$ cat config.mk
export PLATFORM = sky130hd
export DESIGN_NAME = q_argmax_seq
export DESIGN_NICKNAME = d
export VERILOG_FILES = /design/src/rtl/q_argmax_seq.sv
export SDC_FILE = /design/constraint.sdc
export NUM_CORES = 1
export LEC_CHECK = 0
export CAP_MARGIN = 20
export CORE_MARGIN = 3
export CORE_UTILIZATION = 45
export DETAILED_ROUTE_END_ITERATION = 16
export GPL_TIMING_DRIVEN = 0
export PLACE_DENSITY = 0.74
export REMOVE_ABC_BUFFERS = 1
export SLEW_MARGIN = 20
export SYNTH_ARGS = -nofsm -noshare
export SYNTH_HDL_FRONTEND = slang
export SYNTH_SLANG_ARGS = --single-unit
$ cat constraint.sdc
create_clock -name clk -period 2.9 [get_ports clk]
set_clock_uncertainty 0.1 [all_clocks]
set_input_delay 0.58 -clock clk [delete_from_list [all_inputs] [get_ports clk]]
set_output_delay 0.58 -clock clk [all_outputs]
set_load 0.01 [all_outputs]
$ cat src/rtl/q_argmax_seq.sv
// q_argmax_seq: sequential masked argmax over N_ACTIONS packed Q-values.
// Scans one latched element per clock and reports the largest eligible value
// and its lowest-index position, with a start/busy/done handshake.
// Optional build macro: Q_ARGMAX_SIGNED_EN (signed two's-complement compare).
//
// State    | meaning
// ---------+-------------------------------------------------------------
// ST_IDLE  | waiting for start; outputs hold the last completed result
// ST_SCAN  | examining element cnt of the latched vector
// ST_DONE  | one-cycle completion pulse; result already on the outputs
module q_argmax_seq #(
  parameter int N_ACTIONS = 9,
  parameter int Q_WIDTH   = 8,
  parameter int IDX_WIDTH = 4
) (
  input  logic                           clk,
  input  logic                           rst,
  input  logic                           start,
  input  logic [N_ACTIONS*Q_WIDTH-1:0]   q_in,
  input  logic [N_ACTIONS-1:0]           mask_in,
  output logic                           busy,
  output logic                           done,
  output logic                           found,
  output logic [Q_WIDTH-1:0]             max_q,
  output logic [IDX_WIDTH-1:0]           max_idx
);

  typedef enum logic [1:0] {ST_IDLE, ST_SCAN, ST_DONE} state_t;

  localparam logic [IDX_WIDTH-1:0] LAST_IDX = IDX_WIDTH'(N_ACTIONS - 1);

  state_t                         state;
  logic [N_ACTIONS*Q_WIDTH-1:0]   q_r;
  logic [N_ACTIONS-1:0]           mask_r;
  logic [IDX_WIDTH-1:0]           cnt;
  logic                           have_best;
  logic [Q_WIDTH-1:0]             best_q;
  logic [IDX_WIDTH-1:0]           best_idx;

  logic [Q_WIDTH-1:0]             cur_q;
  logic                           cur_m;
  logic                           cur_gt;
  logic                           upd;
  logic [Q_WIDTH-1:0]             nxt_q;
  logic [IDX_WIDTH-1:0]           nxt_idx;
  logic                           nxt_have;

  // Compare the current element against the running best; strict greater-than
  // keeps the earliest index on ties.
  always_comb begin
    cur_q = q_r[int'(cnt)*Q_WIDTH +: Q_WIDTH];
    cur_m = mask_r[cnt];
`ifdef Q_ARGMAX_SIGNED_EN
    cur_gt = $signed(cur_q) > $signed(best_q);
`else
    cur_gt = cur_q > best_q;
`endif
    upd      = cur_m && (!have_best || cur_gt);
    nxt_q    = upd ? cur_q : best_q;
    nxt_idx  = upd ? cnt : best_idx;
    nxt_have = have_best | upd;
  end

  // Sequencer: latch on start, scan one element per edge, publish on DONE entry.
  always_ff @(posedge clk) begin
    if (rst) begin
      state     <= ST_IDLE;
      q_r       <= '0;
      mask_r    <= '0;
      cnt       <= '0;
      have_best <= 1'b0;
      best_q    <= '0;
      best_idx  <= '0;
      busy      <= 1'b0;
      done      <= 1'b0;
      found     <= 1'b0;
      max_q     <= '0;
      max_idx   <= '0;
    end else begin
      case (state)
        ST_IDLE: begin
          done <= 1'b0;
          if (start) begin
            q_r       <= q_in;
            mask_r    <= mask_in;
            cnt       <= '0;
            have_best <= 1'b0;
            best_q    <= '0;
            best_idx  <= '0;
            busy      <= 1'b1;
            state     <= ST_SCAN;
          end
        end
        ST_SCAN: begin
          best_q    <= nxt_q;
          best_idx  <= nxt_idx;
          have_best <= nxt_have;
          if (cnt == LAST_IDX) begin
            // Outputs include the final element's contribution on this edge.
            found   <= nxt_have;
            max_q   <= nxt_have ? nxt_q : '0;
            max_idx <= nxt_have ? nxt_idx : '0;
            done    <= 1'b1;
            state   <= ST_DONE;
          end else begin
            cnt <= cnt + 1'b1;
          end
        end
        ST_DONE: begin
          done  <= 1'b0;
          busy  <= 1'b0;
          state <= ST_IDLE;
        end
        default: begin
          done  <= 1'b0;
          busy  <= 1'b0;
          state <= ST_IDLE;
        end
      endcase
    end
  end

endmodule

==> impl_metrics.env, run 1 <==
export IMPL_outcome="complete, but fails checks"
export IMPL_violations="setup timing"
export IMPL_drv_cap=0
export IMPL_tns_ns=-5.25
export IMPL_antenna_cells=0
export IMPL_whs_path_depth=2
export IMPL_fin_crit_sh_pct=111
export IMPL_die_w_um=113
export IMPL_slowest_stage="mux4_2"
export IMPL_cts_root_buffer_cell="clkbuf_16"
export IMPL_slew_violations=0
export IMPL_clkSinkCount=115
export IMPL_cellPowerDensity_nw_per_um2=619
export IMPL_post_dp_hpwl_mm=9.04
export IMPL_dp_cells=821
export IMPL_arrival_ns=3.36
export IMPL_layout_commonest_cell="nand2_1"
export IMPL_hold_violations=0
export IMPL_worst_slack_ns=-0.305
export IMPL_worst_path_buf_inv=2
export IMPL_grt_max_degree=59
export IMPL_cts_tree="done"
export IMPL_hold_buffers=0
export IMPL_floorplan_die_height_um=113
export IMPL_post_place_ws_ns=-1.09
export IMPL_worstSkewPairLatency_ns=0.41
export IMPL_ys_types=47
export IMPL_htree_levels=4
export IMPL_gr_usage_all_layers_pct=21.4
export IMPL_max_freq_mhz=312
export IMPL_ys_flop_type="dfxtp_1"
export IMPL_io_buffer_count=98
export IMPL_synth_largest_area_cell="dfxtp_1"
export IMPL_yosysWarnings=0
export IMPL_finalWirelength_mm=13.8
export IMPL_cpPeakStageDelay_ns=0.54
export IMPL_path_class="register to register"
export IMPL_dieArea_um2=12700
export IMPL_io_pins=99
export IMPL_gp_routability_congestion=0.801
export IMPL_hp_class="register to register"
export IMPL_rrSetupSlack_ns=-0.31
export IMPL_core_area_um2=11000
export IMPL_end_kind="register"
export IMPL_num_fill_cells=861
export IMPL_worst_r2r_path_depth=12
export IMPL_grt_overflow_total=0
export IMPL_synthArstFlopShare_pct=0
export IMPL_antenna_found_initial=0
export IMPL_synth_top_area_share_pct=44.9
export IMPL_viasPerCell=5.46
export IMPL_design_area_um2=7210
export IMPL_cp_cell_sequence="buf_12, mux4_2, nor2_4, o31ai_4, ha_1, nor2b_1, o211ai_1, a21oi_2, o311ai_4, buf_6, mux2i_2, o21ai_1"
export IMPL_setup_viol=24
export IMPL_crit_family="multiplexers"
export IMPL_synth_area_top_cells="dfxtp_1 45%, nand2_1 13%, a21oi_1 9.5%"
export IMPL_synth_edf_count=0
export IMPL_start_util_pct=46.7
export IMPL_max_slew_margin_pct=33.0
export IMPL_final_cells=873
export IMPL_ys_seq_area_share_pct=44.9
export IMPL_num_vias=4770
export IMPL_rows=38
export IMPL_crit_required_ns=3.05
export IMPL_crit_fanout=7
export IMPL_area_growth_pct=40.6
export IMPL_netlist_instances=614
export IMPL_cts_clk_slew_worst_paths_ns=0.05
export IMPL_min_period_ns=3.21
export IMPL_timing_hold_ws_ns=0.346
export IMPL_wl_per_cell_um=15.8
export IMPL_drt_initial_drc_count=294
export IMPL_ant_nets=0
export IMPL_worstMarginPinSlew_ns=0.995
export IMPL_finalNetCount=814
export IMPL_cts_buffers=17
export IMPL_drt_first_pass_iters=6
export IMPL_p_leak_nw=2.66
export IMPL_cp_depth=12
export IMPL_grt_pass1_vias=4716
export IMPL_avgSynthCellArea_um2=8.35
export IMPL_startpoint_type="register"
export IMPL_drcViolationCount=0
export IMPL_clockBufferDepth=2
export IMPL_peakVddDrop_uv=381
export IMPL_grt_pass1_wl_mm=22.1
export IMPL_post_dp_cell_area_um2=6250
export IMPL_drive_above_1_share_pct=16.2
export IMPL_layout_common_cells="182 x nand2_1, 111 x dfxtp_1, 97 x clkdlybuf4s50_1"
export IMPL_ys_seq_elements=115
export IMPL_mappedNetlistArea_um2=5130
export IMPL_rsz0062_at_grt="yes"
registers in the layout, indices dropped and copies added (netlist names):
register	cells
busy	1
best_idx	4
state	2
cnt	4
max_idx	4
mask_r	9
best_q	8
found	1
q_r	72
done	1
have_best	1
max_q	8
worst reg2reg max path, delay by kind of cell, from the launching register on:
kind / cells / cell delay (ns)
AOI/OAI and AO/OA: 5 / 0.80
adders and majority gates: 1 / 0.32
buffers and inverters: 2 / 0.36
DFF: 1 / 0.40
muxes: 2 / 0.80
and+or+nand+nor: 2 / 0.27
power by group:
part           switching, mW  leakage, nW  internal (mW)
clock network          0.750        0.295           1.39
registers             0.0436        0.943           1.65
logic                  0.305         1.42          0.318
total                   1.10         2.66           3.36
per-stage QoR:
step	utilization, %	power, mW
2_1_floorplan	-	2.01
3_3_place_gp	55.2	2.22
3_5_place_dp	56.9	2.26
4_1_cts	64.4	4.43
5_1_grt	65.6	4.60
6_report	65.6	4.46
kinds of logic after synthesis:
group	Yosys count	synth area share [%]
flops	115	44.9
simple gates	242	19.8
compound gates	152	18.0
mux	35	9.42
fa+ha+maj	10	2.44
buf+inv	58	5.10
xor+xnor	2	0.342
routing by layer:
| layer | share of wire (%) | global-route usage (%) | up-vias |
|---|---|---|---|
| li1 | - | - | 2316 |
| met1 | 41 | 25.0 | 2265 |
| met2 | 52 | 38.1 | 161 |
| met3 | 5.1 | 4.65 | 28 |
| met4 | 2.4 | 8.65 | 0 |
| met5 | 0 | 0 | - |
Yosys cell counts (2+ instances only):
library cell / number
clkbuf_1: 34
mux4_2: 9
buf_2: 4
ha_1: 10
a21oi_1: 97
nand2b_1: 3
and2_1: 2
buf_6: 2
o21ai_0: 2
nor2b_1: 2
mux2_1: 14
nor2_1: 21
nand3_1: 13
dfxtp_1: 115
o21ai_1: 12
nand2_1: 184
a211oi_1: 2
mux2i_1: 10
buf_1: 3
o211ai_1: 13
mux2_2: 2
inv_1: 12
buf_4: 2
o31ai_2: 7
a22oi_1: 2
nor3_1: 6
nand4_1: 2
o22ai_1: 8
o31a_1: 2
a32oi_1: 2
layout make-up:
| type | instances | area (um^2) | share of cell area, % |
|---|---|---|---|
| Clock inverter | 13 | 159 | 2.20 |
| Multi-Input combinational cell | 441 | 2700 | 37.4 |
| Clock buffer | 19 | 453 | 6.28 |
| Timing Repair Buffer | 133 | 1360 | 18.9 |
| Tap cell | 140 | 175 | 2.43 |
| Sequential cell | 115 | 2320 | 32.1 |
| Inverter | 12 | 45.0 | 0.625 |
path summary, 6_finish.rpt:
path,end,startpoint
worst max-delay path,max_q[6]$_SDFFE_PP0P_,cnt[0]$_SDFFE_PP0P_
worst min register to register,max_q[0]$_SDFFE_PP0P_,max_q[0]$_SDFFE_PP0P_
worst max register to register,max_q[6]$_SDFFE_PP0P_,cnt[0]$_SDFFE_PP0P_
worst min-delay path,max_q[0]$_SDFFE_PP0P_,max_q[0]$_SDFFE_PP0P_
repair_timing:
action / in CTS / in global routing
resized for setup: 23 / 19
buffers inserted: 14 / 4
cloned: 1 / 1
pin swaps: 5 / 26
setup endpoints to repair: 24 / 24
No activity file was read; power rests on OpenSTA's default activity.
==> run 2: changes to the inputs <==
--- a/config.mk
+++ b/config.mk
@@ -10,7 +10,7 @@
 export CORE_UTILIZATION = 45
 export DETAILED_ROUTE_END_ITERATION = 16
 export GPL_TIMING_DRIVEN = 0
-export PLACE_DENSITY = 0.74
+export PLACE_DENSITY = 0.71
 export REMOVE_ABC_BUFFERS = 1
 export SLEW_MARGIN = 20
 export SYNTH_ARGS = -nofsm -noshare
==> constraint.sdc (replaced) <==
create_clock -name clk -period 3.63 [get_ports clk]
set_clock_uncertainty 0.1 [all_clocks]
set_input_delay 0.9075 -clock clk [delete_from_list [all_inputs] [get_ports clk]]
set_output_delay 0.9075 -clock clk [all_outputs]
set_load 0.01 [all_outputs]
==> run 2 against run 1 <==
The flow now finishes without violations. First-iteration DRC count shrank 28%. Via count shrank 4.9%. Hold slack is essentially flat. Non-clock buffer count is 16 lower. Global-route usage shrank 1.9 points. Largest cell class unchanged.
==> impl_metrics.env, run 2 (same netlist as run 1, synthesis figures left out) <==
export IMPL_slowest_stage="mux4_2"
export IMPL_clockBufferDepth=2
export IMPL_rrSetupSlack_ns=0.20
export IMPL_drv_cap=0
export IMPL_peakVddDrop_uv=280
export IMPL_min_period_ns=3.43
export IMPL_path_class="register to register"
export IMPL_core_area_um2=11000
export IMPL_hp_class="register to register"
export IMPL_power_mw=3.53
export IMPL_whs_path_depth=2
export IMPL_cts_clk_slew_worst_paths_ns=0.05
export IMPL_layout_commonest_cell="nand2_1"
export IMPL_reg_top3="q_r x72, mask_r x9"
export IMPL_drt_first_pass_iters=4
export IMPL_cp_cell_sequence="buf_12, mux4_2, nor2_1, o31ai_2, ha_1, nor2b_1, o211ai_1, a21oi_1, o311ai_4, buf_4, mux2i_1, o21ai_1"
export IMPL_p_leak_nw=2.57
export IMPL_gr_usage_all_layers_pct=19.5
export IMPL_grt_max_degree=79
export IMPL_cellPowerDensity_nw_per_um2=510
export IMPL_io_pins=99
export IMPL_area_growth_pct=34.9
export IMPL_crit_required_ns=3.79
export IMPL_max_slew_margin_pct=38.6
export IMPL_hold_violations=0
export IMPL_die_w_um=113
export IMPL_outcome="finished clean"
export IMPL_rsz0062_at_grt="no"
export IMPL_post_dp_hpwl_mm=8.92
export IMPL_layout_common_cells="184 x nand2_1, 112 x dfxtp_1, 97 x a21oi_1, 97 x clkdlybuf4s50_1, 21 x nor2_1"
export IMPL_max_freq_mhz=292
export IMPL_cp_depth=12
export IMPL_num_vias=4535
export IMPL_post_place_ws_ns=-0.250
export IMPL_worst_path_buf_inv=2
export IMPL_cts_buffers=17
export IMPL_cpPeakStageDelay_ns=0.54
export IMPL_drt_initial_drc_count=211
export IMPL_cts_root_buffer_cell="clkbuf_16"
export IMPL_grt_pass1_wl_mm=20.1
export IMPL_dp_cells=821
export IMPL_tns_ns=0
export IMPL_crit_fanout=20
export IMPL_grt_pass1_vias=4423
export IMPL_io_buffer_count=98
export IMPL_hold_end="max_q[2]$_SDFFE_PP0P_"
export IMPL_worstSkewPairLatency_ns=0.41
export IMPL_floorplan_die_height_um=113
export IMPL_slew_violations=0
export IMPL_worst_slack_ns=0.204
export IMPL_end_kind="register"
export IMPL_htree_levels=4
export IMPL_drive_above_1_share_pct=11.3
export IMPL_worst_r2r_path_depth=12
export IMPL_wl_per_cell_um=14.3
export IMPL_hold_start="max_q[2]$_SDFFE_PP0P_"
export IMPL_start_util_pct=46.7
export IMPL_crit_family="compound AO/OA/AOI/OAI gates"
export IMPL_ant_nets=0
export IMPL_num_fill_cells=950
export IMPL_viasPerCell=5.29
export IMPL_setup_viol=0
export IMPL_clkSinkCount=115
export IMPL_finalNetCount=798
export IMPL_largest_reg_flops=72
export IMPL_final_cells=857
export IMPL_finalWirelength_mm=12.3
export IMPL_worstMarginPinSlew_ns=0.912
export IMPL_drcViolationCount=0
export IMPL_cts_tree="done"
export IMPL_rows=38
export IMPL_top_register="q_r"
export IMPL_critPathLaunch="cnt[0]$_SDFFE_PP0P_"
export IMPL_arrival_ns=3.59
export IMPL_fin_crit_sh_pct=94.4
export IMPL_dieArea_um2=12700
export IMPL_r2r_start="cnt[0]$_SDFFE_PP0P_"
export IMPL_gp_routability_congestion=0.891
export IMPL_antenna_cells=0
export IMPL_startpoint_type="register"
export IMPL_r2r_end="max_q[4]$_SDFFE_PP0P_"
export IMPL_grt_overflow_total=0
export IMPL_antenna_found_initial=0
-- run 2: cell types whose count changed in the layout (fill, tap and decap cells not counted), sizes merged --
cell,delta
buf,-15
bufinv,+1
clkbuf,+2
clkinvlp,-1
clkinv,-3
-- run 2: what timing repair did --
action | in CTS | in global routing
setup endpoints to repair | 22 | 17
hold buffers | 0 | 0
gates resized for setup | 2 | 4
cloned | 0 | 0
pin swaps | 1 | 0
setup buffers | 4 | 0
-- run 2: final cells by class --
class / instances / area (um^2) / share of cell area, %
Clock inverter: 10 / 155 / 2.24
Inverter: 12 / 45.0 / 0.651
Timing Repair Buffer: 117 / 1180 / 17.1
Clock buffer: 22 / 464 / 6.71
Sequential cell: 115 / 2310 / 33.4
Tap cell: 140 / 175 / 2.53
Multi-Input combinational cell: 441 / 2580 / 37.4
-- run 2: worst max-delay path by stage --
stage                             end  slack, ns
2_1_floorplan     cnt[3]$_SDFFE_PP0P_      -3.54
3_3_place_gp      cnt[3]$_SDFFE_PP0P_      -6.91
3_5_place_dp    max_q[4]$_SDFFE_PP0P_      -0.25
4_1_cts        best_q[0]$_SDFFE_PP0P_       0.09
5_1_grt         max_q[1]$_SDFFE_PP0P_       0.03
6_report        max_q[4]$_SDFFE_PP0P_       0.20
-- run 2: worst reg2reg max path, cell delays in order (launching register included) --
cell and delay, ns:
dfxtp_4 0.45, buf_12 0.22, mux4_2 0.56, nor2_1 0.13
o31ai_2 0.10, ha_1 0.32, nor2b_1 0.14, o211ai_1 0.17
a21oi_1 0.20, o311ai_4 0.33, buf_4 0.20, mux2i_1 0.28
o21ai_1 0.08
-- run 2: through the flow --
stage          hold slack [ns]  utilization [%]  instance area [um^2]
6_report                 0.347             63.0                  6920
5_1_grt                  0.367             63.0                  6920
4_1_cts                  0.351             62.8                  6900
3_5_place_dp             0.343             56.9                  6250
3_3_place_gp             0.337             55.2                  6070
2_1_floorplan            0.326                -                  4910
-- run 2: where the power goes --
part / internal, mW / switching (mW) / leakage, nW
logic: 0.214 / 0.213 / 1.33
clock network: 1.18 / 0.563 / 0.300
registers: 1.32 / 0.0350 / 0.942
-- run 2: layer usage --
| metal | vias to the layer above | GRT usage (%) | routed length, um |
|---|---|---|---|
| met5 | - | 0 | 0 |
| met4 | 0 | 7.45 | 218 |
| met3 | 20 | 4.81 | 531 |
| met2 | 122 | 33.4 | 6160 |
| met1 | 2112 | 23.6 | 5350 |
| li1 | 2281 | - | - |
